## src/rtl/riot_bus_ctl.sv

```systemverilog
// RIOT register front end: decodes CPU cycles into port/DDR, PA7 edge control and timer load strobes.
// Read mux and strobes are combinational; flags and registers update on the rising CLK edge.
module riot_bus_ctl (
  input  logic       CLK,
  input  logic       RES,
  input  logic       CS,
  input  logic       RW,
  input  logic [4:0] A,
  input  logic [7:0] DIN,
  output logic [7:0] DOUT,
  input  logic [7:0] PA_IN,
  input  logic [7:0] PB_IN,
  output logic [7:0] PA_OUT,
  output logic [7:0] PB_OUT,
  output logic [7:0] PA_DDR,
  output logic [7:0] PB_DDR,
  output logic       TIM_WE,
  output logic [1:0] TIM_MODE,
  output logic [7:0] TIM_IN,
  input  logic [7:0] TIM_VAL,
  output logic       IRQ_N
);

  logic [7:0] r_ora, r_ddra, r_orb, r_ddrb;
  logic       r_tie, r_pie, r_pedge, r_tf, r_pf;
  logic [7:0] r_tv_q;
  logic       r_we_q, r_pa7_q;

  logic w_wr, w_rd, w_port_wr, w_tim_load, w_edge_wr, w_tim_rd, w_flag_rd;
  logic w_expire, w_pa7_edge;

  assign w_wr       = CS & ~RW;
  assign w_rd       = CS & RW;
  assign w_port_wr  = w_wr & ~A[2];
  assign w_tim_load = w_wr & A[2] & A[4];
  assign w_edge_wr  = w_wr & A[2] & ~A[4];
  assign w_tim_rd   = w_rd & A[2] & ~A[0];
  assign w_flag_rd  = w_rd & A[2] & A[0];

  // Timer wrapped past zero; a load in this or the previous cycle is not an expiry.
  assign w_expire   = (r_tv_q == 8'h00) & (TIM_VAL != 8'h00) & ~r_we_q & ~w_tim_load;
  assign w_pa7_edge = (r_pa7_q == ~r_pedge) & (PA_IN[7] == r_pedge);

  assign TIM_WE   = w_tim_load;
  assign TIM_MODE = A[1:0];
  assign TIM_IN   = DIN;
  assign PA_OUT   = r_ora;
  assign PA_DDR   = r_ddra;
  assign PB_OUT   = r_orb;
  assign PB_DDR   = r_ddrb;
  assign IRQ_N    = ~((r_tf & r_tie) | (r_pf & r_pie));

  always_comb begin
    DOUT = 8'h00;
    if (w_rd) begin
      if (!A[2]) begin
        case (A[1:0])
          2'd0:    DOUT = PA_IN;
          2'd1:    DOUT = r_ddra;
          2'd2:    DOUT = (r_orb & r_ddrb) | (PB_IN & ~r_ddrb);
          default: DOUT = r_ddrb;
        endcase
      end else if (!A[0]) begin
        DOUT = TIM_VAL;
      end else begin
        DOUT = {r_tf, r_pf, 6'b0};
      end
    end
  end

  always_ff @(posedge CLK) begin
    if (RES) begin
      r_ora   <= 8'h00;
      r_ddra  <= 8'h00;
      r_orb   <= 8'h00;
      r_ddrb  <= 8'h00;
      r_tie   <= 1'b0;
      r_pie   <= 1'b0;
      r_pedge <= 1'b0;
      r_tf    <= 1'b0;
      r_pf    <= 1'b0;
      r_tv_q  <= 8'h00;
      r_we_q  <= 1'b0;
      r_pa7_q <= 1'b0;
    end else begin
      if (w_port_wr) begin
        case (A[1:0])
          2'd0:    r_ora  <= DIN;
          2'd1:    r_ddra <= DIN;
          2'd2:    r_orb  <= DIN;
          default: r_ddrb <= DIN;
        endcase
      end
      if (w_tim_load || w_tim_rd)
        r_tie <= A[3];
      if (w_edge_wr) begin
        r_pedge <= A[0];
        r_pie   <= A[1];
      end
      // Set events win over clear-on-read in the same cycle.
      if (w_expire)
        r_tf <= 1'b1;
      else if (w_tim_load || w_tim_rd)
        r_tf <= 1'b0;
      if (w_pa7_edge)
        r_pf <= 1'b1;
      else if (w_flag_rd)
        r_pf <= 1'b0;
      r_tv_q  <= TIM_VAL;
      r_we_q  <= w_tim_load;
      r_pa7_q <= PA_IN[7];
    end
  end

endmodule

```

## config.mk

```make
export PLATFORM = sky130hd
export DESIGN_NAME = riot_bus_ctl
export DESIGN_NICKNAME = d
export VERILOG_FILES = /design/src/rtl/riot_bus_ctl.sv
export SDC_FILE = /design/constraint.sdc
export NUM_CORES = 1
export LEC_CHECK = 0
export ABC_AREA = 1
export BUFFER_PORTS_ARGS = -buffer_cell sky130_fd_sc_hd__clkbuf_2
export CORE_ASPECT_RATIO = 0.5
export CORE_UTILIZATION = 43
export DETAILED_ROUTE_END_ITERATION = 12
export PLACE_DENSITY = 0.81
export REMOVE_ABC_BUFFERS = 1
export SYNTH_ARGS = -nofsm -noshare
export SYNTH_HDL_FRONTEND = slang
export SYNTH_SLANG_ARGS = --single-unit
```

## constraint.sdc

```tcl
create_clock -name CLK -period 2.25 [get_ports CLK]
set_clock_uncertainty 0.05 [all_clocks]
set_input_delay 0.45 -clock CLK [delete_from_list [all_inputs] [get_ports CLK]]
set_output_delay 0.45 -clock CLK [all_outputs]
set_load 0.02 [all_outputs]
```

==> Word-level counts from Yosys, hierarchy flattened <==
Index checks and enable logic that the tools add are counted.
Widths: inputs -> output; s select.
{ "totals": {"wordCells": 64, "register_bits": 47, "output_inout_bits": 52, "input_bits": 41} }
{ "classes": {"n_bitwise": 29, "reduce_logical": 11, "eq_ne": 4, "muxes": 8} }
{ "ops": {"columns": ["op", "count"], "rows": [
  ["$mux 8", 3],
  ["$pmux 8 s3", 1],
  ["$and 8x8->8", 2],
  ["$and 1x1->1", 15],
  ["$not 1->1", 9],
  ["$logic_not 8->1", 1],
  ["$not 8->8", 1],
  ["$or 8x8->8", 1],
  ["$reduce_and 2->1", 4],
  ["$reduce_bool 8->1", 1],
  ["$mux 1", 4],
  ["$reduce_bool 2->1", 2],
  ["$reduce_or 3->1", 1],
  ["$eq 1x1->1", 2],
  ["$eq 2x1->1 const B", 1],
  ["$eq 2x2->1 const B", 1],
  ["$logic_not 2->1", 1],
  ["$logic_or 1x1->1", 1],
  ["$or 1x1->1", 1]
]} }

==> Logic depth before layout (Yosys ltp) <==
Gate-level depths: netlist of the first run.
{ "logic_depth": {"depth_word": 7, "depth_mapped": 7, "ltp_nobuf": 7} }

==> Least setup slack after synthesis of the first run <==
OpenSTA, ideal clock, no wires.
{ "synth_timing": {"path_type": "input to output", "from": "input A[0]", "to": "output DOUT[6]", "t_required_ps": 1750, "cell_stages": 6, "arrival_ps": 1474, "path_buffers": 1, "path_slack_ps": 276, "path_cell_list": "buf_2 nor2_2 nand3_1 nand3_1 nand2_1 a21oi_1"} }
{ "synth_between": {"elab_chain_len": 4, "word_cells_on_any_way": 7, "cone_classes": "2 x eq/ne; 4 x mux; 1 x reduce/logical"} }
{ "synth_lines": {"columns": ["element", "line_no", "rtl"], "rows": [
  ["from (decl)", "8", "input logic [4:0] A,"],
  ["$eq 2x2->1, or another cell as far along", "57", "case (A[1:0])"],
  ["$pmux 8 s3", "57", null],
  ["$mux 8 (*)", "56", "if (!A[2]) begin"],
  ["$mux 8 (*)", "55", "if (w_rd) begin"],
  ["to (decl)", "10", "output logic [7:0] DOUT,"]
]} }
Every way passes the cells marked *; elsewhere a longest branch is shown, timed or not.

==> Worst setup path after layout of the first run <==
{ "layout_timing": {"from": "input A[0]", "to": "output DOUT[3]"} }
The elaborated chain is that of the path after synthesis.

==> impl_metrics.tcl, run 1 <==
set metrics [dict create \
    status "completed" \
    slowest_delay_ps 220 \
    yosysWarnings 0 \
    top_usage_layer "met2" \
    relSlewSlack 0.724 \
    num_rows 18 \
    dpl_cell_area_mm2 0.00268 \
    timing.final.max_slew_violations 0 \
    hpwl_um 4560 \
    p_leak_nw 1.39 \
    ctsLongestPathBuffers 2 \
    finalCritPeriodShare 0.937 \
    yosysSeqAreaShare 0.419 \
    worst_pin_slew_ps 413 \
    cts.sinks 47 \
    r2r_end "r_tf" \
    syn_inst 329 \
    ys_ff_latch 47 \
    grt_pass1_vias 1937 \
    core_mm2 0.00498 \
    die_area_mm2 0.00553 \
    crit_type "primary input to primary output" \
    postLayoutCellArea_mm2 0.00278 \
    final_core_util 0.558 \
    use_met1 0.296 \
    numCtsBuffers 5 \
    crit_required_ps 1750 \
    path_cells "clkbuf_2 -> nor2_2 -> buf_4 -> nand3_1 -> nand3_1 -> nand3_1 -> o21ai_0 -> clkbuf_2" \
    holdWs_ps 316 \
    drive_gt1_frac 0.269 \
    grtUsageMet2 0.342 \
    ant_nets 0 \
    initial_utilization 0.451 \
    io-pin-count 93 \
    clk_pin_slew_ps 90 \
    drt-initial-drc-count 120 \
    cts_tree "yes" \
    power.total_mw 1.65 \
    vdd_drop_max_mv 0.271 \
    viasPerCell 4.87 \
    synth_area_mm2 0.00224 \
    syn_area_per_cell_um2 6.82 \
    worstHoldStart "TIM_VAL[4]" \
    cpMostUsedCell "nand3_1" \
    io_buffers 92 \
    diodes 0 \
    r2r-start "r_tv_q[5]" \
    fin_crit_ps 2110 \
    fillers 498 \
    tns_ps 0 \
    multi_input_area_mm2 0.00100 \
    antenna_found_initial 0 \
    grt_max_degree 35 \
    worst-path-max-fanout 17 \
    clk_latency_ps 300 \
    setup_viol 0 \
    final_nets 452 \
    grt_use_met3 0.0431 \
    hold_viol 0 \
    holdCritPathClass "primary input to flop" \
    grt-ovfl-total 0 \
    reg2reg_slack_ps 1360 \
    area_growth_pct 23.8 \
    fp.dieH_um 53.1 \
    timing.fmax_mhz 474 \
    hold_depth 3 \
    drc 0 \
    route.vias.total 2347 \
    wl_per_cell_um 12.3 \
    ctsHoldBuffers 0 \
    drtPass1Iterations 5 \
    crit_path_end_kind "primary output" \
    cp-start-kind "primary input" \
    drv_cap 0 \
    regArea_um2 941 \
    grt_use_total 0.215 \
    power_density_mw_per_mm2 596 \
    rsz0062_at_grt "false" \
    cts-root-buf "clkbuf_8" \
    hold_end "r_tv_q[4]" \
    place_congestion 0.883 \
    cts_max_level 2 \
    grt_pass1_wl_um 9180 \
    cp_slowest_cell "clkbuf_2" \
    ff2ff_path_depth 5 \
    ys_types 23 \
    die_w_um 104 \
    worstPathArrival_ps 1610 \
    wl_um 5950 \
]
-- cell families after synthesis --
kind of cell           synth area share
AO/OA/AOI/OAI                     0.181
AND/OR/NAND/NOR                   0.265
flip-flops                        0.419
buffers and inverters             0.135
-- metal layers --
metal	up-vias	part of all wire
met5	-	0
met2	76	0.46
met3	5	0.057
met4	0	0.0061
met1	1060	0.48
li1	1206	-
-- cells in the mapped netlist --
master | number | area (um^2)
nor2_1 | 58 | 218
dfxtp_1 | 47 | 941
o21ai_0 | 47 | 235
nand2_1 | 46 | 173
inv_1 | 45 | 169
nand3_1 | 27 | 135
a21oi_1 | 25 | 125
buf_4 | 10 | 75.1
clkbuf_1 | 5 | 18.8
buf_2 | 2 | 10.0
buf_6 | 2 | 22.5
inv_2 | 2 | 7.51
nand2_4 | 2 | 22.5
nor2_2 | 2 | 12.5
a22o_1 | 1 | 8.76
a31oi_1 | 1 | 6.26
nand2_2 | 1 | 6.26
nor2_4 | 1 | 11.3
nor3_4 | 1 | 16.3
o21a_1 | 1 | 7.51
o21ai_1 | 1 | 5.00
o21ai_2 | 1 | 8.76
o2bb2ai_1 | 1 | 8.76
-- worst max path at each step --
stage                     start       to  slack (ps)  cells past startpoint
after CTS                  A[0]  DOUT[3]         110                      7
after detailed placement   A[0]  DOUT[3]         120                      7
after global routing       A[0]  DOUT[6]          10                      8
after global placement     A[0]  DOUT[3]         130                      7
after floorplan            A[1]  DOUT[6]         400                      6
final                      A[0]  DOUT[3]         140                      8
-- through the flow --
stage	instances	setup WS, ps
after floorplan	310	399
after global placement	474	128
after detailed placement	474	115
after CTS	482	108
after global routing	482	11.5
final	482	142
-- state kept, by name, summed over array words and instances (netlist names) --
register / cells
PA_DDR: 8
PA_OUT: 8
PB_DDR: 8
PB_OUT: 8
r_pa7_q: 1
r_pedge: 1
r_pf: 1
r_pie: 1
r_tf: 1
r_tie: 1
r_tv_q: 8
r_we_q: 1
-- layout by cell type, fill, tap and decap left out, types with 2 or more instances in the layout --
| master | n |
|---|---|
| inv_1 | 45 |
| o21ai_0 | 47 |
| nand2_1 | 46 |
| buf_4 | 2 |
| clkbuf_2 | 91 |
| a21oi_1 | 25 |
| dfxtp_1 | 47 |
| clkbuf_8 | 5 |
| inv_2 | 2 |
| nor2_1 | 58 |
| nor2_4 | 2 |
| nand3_1 | 27 |
| nand2_4 | 2 |
-- critical path, delay by kind of cell --
family                 cells  cell delay (ps)
buffers and inverters      3              630
AO/OA/AOI/OAI              1              110
AND/OR/NAND/NOR            4              420
-- area by class of cell --
class	instances	area share
clock buffers	6	0.0261
clock inverters	2	0.00586
inverters	47	0.0635
multi-input cells	216	0.362
flip-flops and latches	47	0.339
well taps	70	0.0315
repair buffers	94	0.172
-- where the power goes --
group | internal, mW | total (mW) | switching (mW)
Sequential | 0.857 | 0.871 | 0.0144
Combinational | 0.0899 | 0.255 | 0.165
Clock | 0.224 | 0.527 | 0.303
-- what timing repair did --
item	CTS	global route
setup endpoints to repair	0	6
resized for setup	0	3
setup buffers	0	0
No activity file was read; power rests on OpenSTA's default activity.
==> run 2, diff against run 1 <==
--- a/config.mk
+++ b/config.mk
@@ -8,9 +8,9 @@
 export ABC_AREA = 1
 export BUFFER_PORTS_ARGS = -buffer_cell sky130_fd_sc_hd__clkbuf_2
 export CORE_ASPECT_RATIO = 0.5
-export CORE_UTILIZATION = 43
+export CORE_UTILIZATION = 51
 export DETAILED_ROUTE_END_ITERATION = 12
-export PLACE_DENSITY = 0.81
+export PLACE_DENSITY = 0.92
 export REMOVE_ABC_BUFFERS = 1
 export SYNTH_ARGS = -nofsm -noshare
 export SYNTH_HDL_FRONTEND = slang
==> impl_metrics.tcl, run 2 (synthesized netlist as in run 1, its figures left out) <==
set metrics [dict create \
    status "completed" \
    area_growth_pct 23.5 \
    route.vias.total 2428 \
    worstPathArrival_ps 1600 \
    vdd_drop_max_mv 0.319 \
    drtPass1Iterations 5 \
    hold_viol 0 \
    regArea_um2 941 \
    drive_gt1_frac 0.275 \
    drt-initial-drc-count 230 \
    multi_input_area_mm2 0.00100 \
    antenna_found_initial 0 \
    setup_slack_ps 147 \
    rsz0062_at_grt "false" \
    drv_cap 0 \
    ctsLongestPathBuffers 2 \
    grt_pass1_wl_um 9590 \
    num_rows 16 \
    relSlewSlack 0.722 \
    wl_um 5840 \
    worst_pin_slew_ps 416 \
    fin_crit_ps 2100 \
    finalCritPeriodShare 0.935 \
    ff2ff_path_depth 5 \
    die_w_um 95.8 \
    place_congestion 0.966 \
    cts.sinks 47 \
    crit_path_end_kind "primary output" \
    final_nets 454 \
    crit_type "primary input to primary output" \
    cts_max_level 2 \
    layoutNonFillerInstCount 468 \
    pre_cts_slack_ps -22.9 \
    grt-ovfl-total 0 \
    mostFrequentLayoutCells "92 x clkbuf_2, 58 x nor2_1, 47 x dfxtp_1, 47 x o21ai_0, 46 x nand2_1" \
    diodes 0 \
    ctsHoldBuffers 0 \
    cp-start-kind "primary input" \
    grt_max_degree 35 \
    clk_pin_slew_ps 90 \
    initial_utilization 0.552 \
    grt_pass1_vias 2107 \
    numCtsBuffers 5 \
    final_common_cell "clkbuf_2" \
    core_mm2 0.00406 \
    wl_per_cell_um 12.5 \
    ant_nets 0 \
    setup_viol 0 \
    hold_depth 3 \
    drc 0 \
    cts-root-buf "clkbuf_8" \
    holdCritPathClass "primary input to flop" \
    clk_latency_ps 300 \
    p_leak_nw 1.41 \
    io_buffers 92 \
    viasPerCell 5.19 \
    hpwl_um 4520 \
    io-pin-count 93 \
    fp.dieH_um 48.9 \
    power_density_mw_per_mm2 596 \
    die_area_mm2 0.00468 \
    fillers 367 \
    grt_use_total 0.264 \
    timing.fmax_mhz 476 \
    crit_required_ps 1750 \
    placed_cells 459 \
    cts_tree "yes" \
    timing.final.max_slew_violations 0 \
    worst-path-max-fanout 17 \
]
run 2: changes by cell type in the layout (fill, tap and decap cells not counted), sizes merged:
cell	delta
clkinv	+1
buf	+2
clkinvlp	-1
inv	+1
clkbuf	-1
run 2: layout make-up:
| type | instances | share of cell area |
|---|---|---|
| multi-input cells | 216 | 0.363 |
| flip-flops and latches | 47 | 0.340 |
| clock inverters | 3 | 0.00813 |
| inverters | 47 | 0.0637 |
| repair buffers | 96 | 0.177 |
| well taps | 54 | 0.0244 |
| clock buffers | 5 | 0.0248 |
run 2: stage by stage:
step	hold slack, ps	TNS [ps]	utilization	instance area (um^2)	power (mW)
2_1_floorplan	403	0	-	2120	1.01
3_3_place_gp	408	0	0.656	2670	1.14
3_5_place_dp	411	-39.5	0.656	2670	1.14
4_1_cts	325	0	0.680	2760	1.66
5_1_grt	328	0	0.682	2770	1.73
6_report	319	0	0.682	2770	1.65
run 2: report_power, final:
| part | internal, mW | switching, mW |
|---|---|---|
| clock | 0.225 | 0.298 |
| combinational | 0.0916 | 0.166 |
| sequential | 0.857 | 0.0141 |
| total | 1.17 | 0.478 |
run 2: metal layers:
layer | GRT usage | wire, um
met5 | 0 | 0
met4 | 0.0697 | 35
met3 | 0.0483 | 425
met2 | 0.412 | 2640
met1 | 0.376 | 2740
run 2: final timing paths:
path,startpoint,end,slack [ps]
max,A[0],DOUT[4],150
min,A[3],r_tie,320
max reg2reg,r_tv_q[3],r_tf,1420
min reg2reg,PB_OUT[1],PB_OUT[1],430
run 2: timing repair:
action / 4_1_cts / 5_1_grt
hold endpoints to repair: 0 / 0
pin swaps: 0 / 1
setup buffers: 0 / 1
resized for setup: 1 / 0
endpoints found under the setup margin: 2 / 1
run 2: worst max-delay path: stages:
cell	delay [ps]
clkbuf_2	240
inv_1	170
nand3_1	280
o21ai_0	260
clkbuf_2	200
==> run 3, diff against run 2 <==
--- a/config.mk
+++ b/config.mk
@@ -12,6 +12,7 @@
 export DETAILED_ROUTE_END_ITERATION = 12
 export PLACE_DENSITY = 0.92
 export REMOVE_ABC_BUFFERS = 1
+export SETUP_SLACK_MARGIN = 0.15
 export SYNTH_ARGS = -nofsm -noshare
 export SYNTH_HDL_FRONTEND = slang
 export SYNTH_SLANG_ARGS = --single-unit
==> impl_metrics.tcl, run 3 (synthesized netlist as in run 1, its figures left out) <==
set metrics [dict create \
    status "completed" \
    wl_um 5900 \
    grt_max_degree 35 \
    timing.final.max_slew_violations 0 \
    internal-power_mw 1.18 \
    p_leak_nw 1.41 \
    r2r-start "r_tv_q[3]" \
    num_rows 16 \
    critPathLaunch "RW" \
    pre_cts_slack_ps -22.9 \
    io-pin-count 93 \
    mostFrequentLayoutCells "89 x clkbuf_2, 58 x nor2_1, 47 x dfxtp_1, 47 x o21ai_0, 46 x nand2_1" \
    crit_path_end_kind "primary output" \
    worstPathArrival_ps 1530 \
    p_seq_frac 0.527 \
    cts_max_level 2 \
    postLayoutCellArea_mm2 0.00279 \
    layoutNonFillerInstCount 469 \
    grt_pass1_wl_um 9590 \
    cp_top_family "simple AND/OR/NAND/NOR gates" \
    dpl_cell_area_mm2 0.00267 \
    p_sw_mw 0.478 \
    finalCritPeriodShare 0.900 \
    initial_utilization 0.552 \
    cts-root-buf "clkbuf_8" \
    diodes 0 \
    grt_pass1_vias 2108 \
    ctsHoldBuffers 0 \
    switching_share 0.289 \
    worst_pin_slew_ps 429 \
    ant_nets 0 \
    regArea_um2 941 \
    worst-path-stages 6 \
    path_cells "clkbuf_2 -> nand2_1 -> nor2_1 -> nand3_1 -> o21ai_0 -> clkbuf_2" \
    drv_cap 0 \
    wl_per_cell_um 12.6 \
    hpwl_um 4520 \
    die_w_um 95.8 \
    io_buffers 92 \
    drt-initial-drc-count 185 \
    drtPass1Iterations 6 \
    vdd_drop_max_mv 0.311 \
    clk_latency_ps 300 \
    cts_tree "yes" \
    ctsLongestPathBuffers 2 \
    final_nets 455 \
    fp.dieH_um 48.9 \
    path_buf_inv 2 \
    power_frac_comb 0.159 \
    multi_input_area_mm2 0.00102 \
    setup_slack_ps 225 \
    holdCritPathClass "primary input to flop" \
    route.vias.total 2430 \
    core_mm2 0.00406 \
    area_growth_pct 24.4 \
    relSlewSlack 0.713 \
    numCtsBuffers 5 \
    power_frac_clock 0.315 \
    crit_required_ps 1750 \
    cp_slowest_cell "nor2_1" \
    rsz0062_at_grt "false" \
    crit_type "primary input to primary output" \
    drive_gt1_frac 0.280 \
    cts.sinks 47 \
    slowest_delay_ps 350 \
    power.total_mw 1.65 \
    final_core_util 0.687 \
    grt-ovfl-total 0 \
    cpMostUsedCell "clkbuf_2" \
    setup_viol 0 \
    antenna_found_initial 0 \
    fin_crit_ps 2030 \
    viasPerCell 5.18 \
    drc 0 \
    worstHoldStart "A[3]" \
    timing.fmax_mhz 494 \
    hold_viol 0 \
    die_area_mm2 0.00468 \
    grt_use_total 0.264 \
    cp-start-kind "primary input" \
    fillers 361 \
    place_congestion 0.966 \
    worst-path-max-fanout 6 \
    clk_pin_slew_ps 90 \
    final_common_cell "clkbuf_2" \
    placed_cells 459 \
    ff2ff_path_depth 5 \
    power_density_mw_per_mm2 592 \
    hold_depth 3 \
]
run 3: path summary, 6_finish.rpt:
kind	endpoint	slack [ps]
setup / recovery	DOUT[4]	220
hold / removal	r_tie	320
setup reg to reg	r_tf	1410
hold reg to reg	PB_OUT[1]	430
run 3: cell type report:
class,instances,area share
clock buffer,5,0.0247
clock inverter,3,0.00807
inverter,47,0.0632
multi-input combinational,217,0.364
sequential,47,0.337
tap,54,0.0242
timing repair buffer,96,0.179
run 3: what timing repair did:
action | in CTS | in global routing
setup buffers | 0 | 1
hold endpoints to repair | 0 | 0
gates cloned | 0 | 1
setup endpoints to repair | 8 | 8
pin swaps | 1 | 1
gates resized for setup | 1 | 8
run 3: layer usage:
metal / vias to the layer above / part of all wire / track usage
met5: - / 0 / 0
met4: 0 / 0.0054 / 0.0697
met3: 5 / 0.073 / 0.0483
met2: 105 / 0.45 / 0.412
met1: 1105 / 0.47 / 0.376
li1: 1215 / - / -
run 3: metrics by stage:
| stage | hold slack [ps] | setup TNS [ps] |
|---|---|---|
| 5_1_grt | 328 | 0 |
| 4_1_cts | 325 | 0 |
| 3_5_place_dp | 411 | -39.5 |
| 6_report | 320 | 0 |
| 2_1_floorplan | 403 | 0 |
| 3_3_place_gp | 408 | 0 |
run 3: worst reg2reg max path, cell delays in order (launching register included):
cell,delay [ps]
dfxtp_1,310
nor2_1,90
nand3_1,80
nor2_1,90
nand2_1,60
a21oi_1,110
run 3: power by group through the flow:
stage	Sequential, mW	Clock, mW	Combinational, mW
global placement	0.889	0	0.249
detailed placement	0.890	0	0.253
CTS	0.870	0.530	0.255
finish	0.871	0.520	0.262
global route	0.874	0.571	0.290
floorplan	0.902	0	0.112
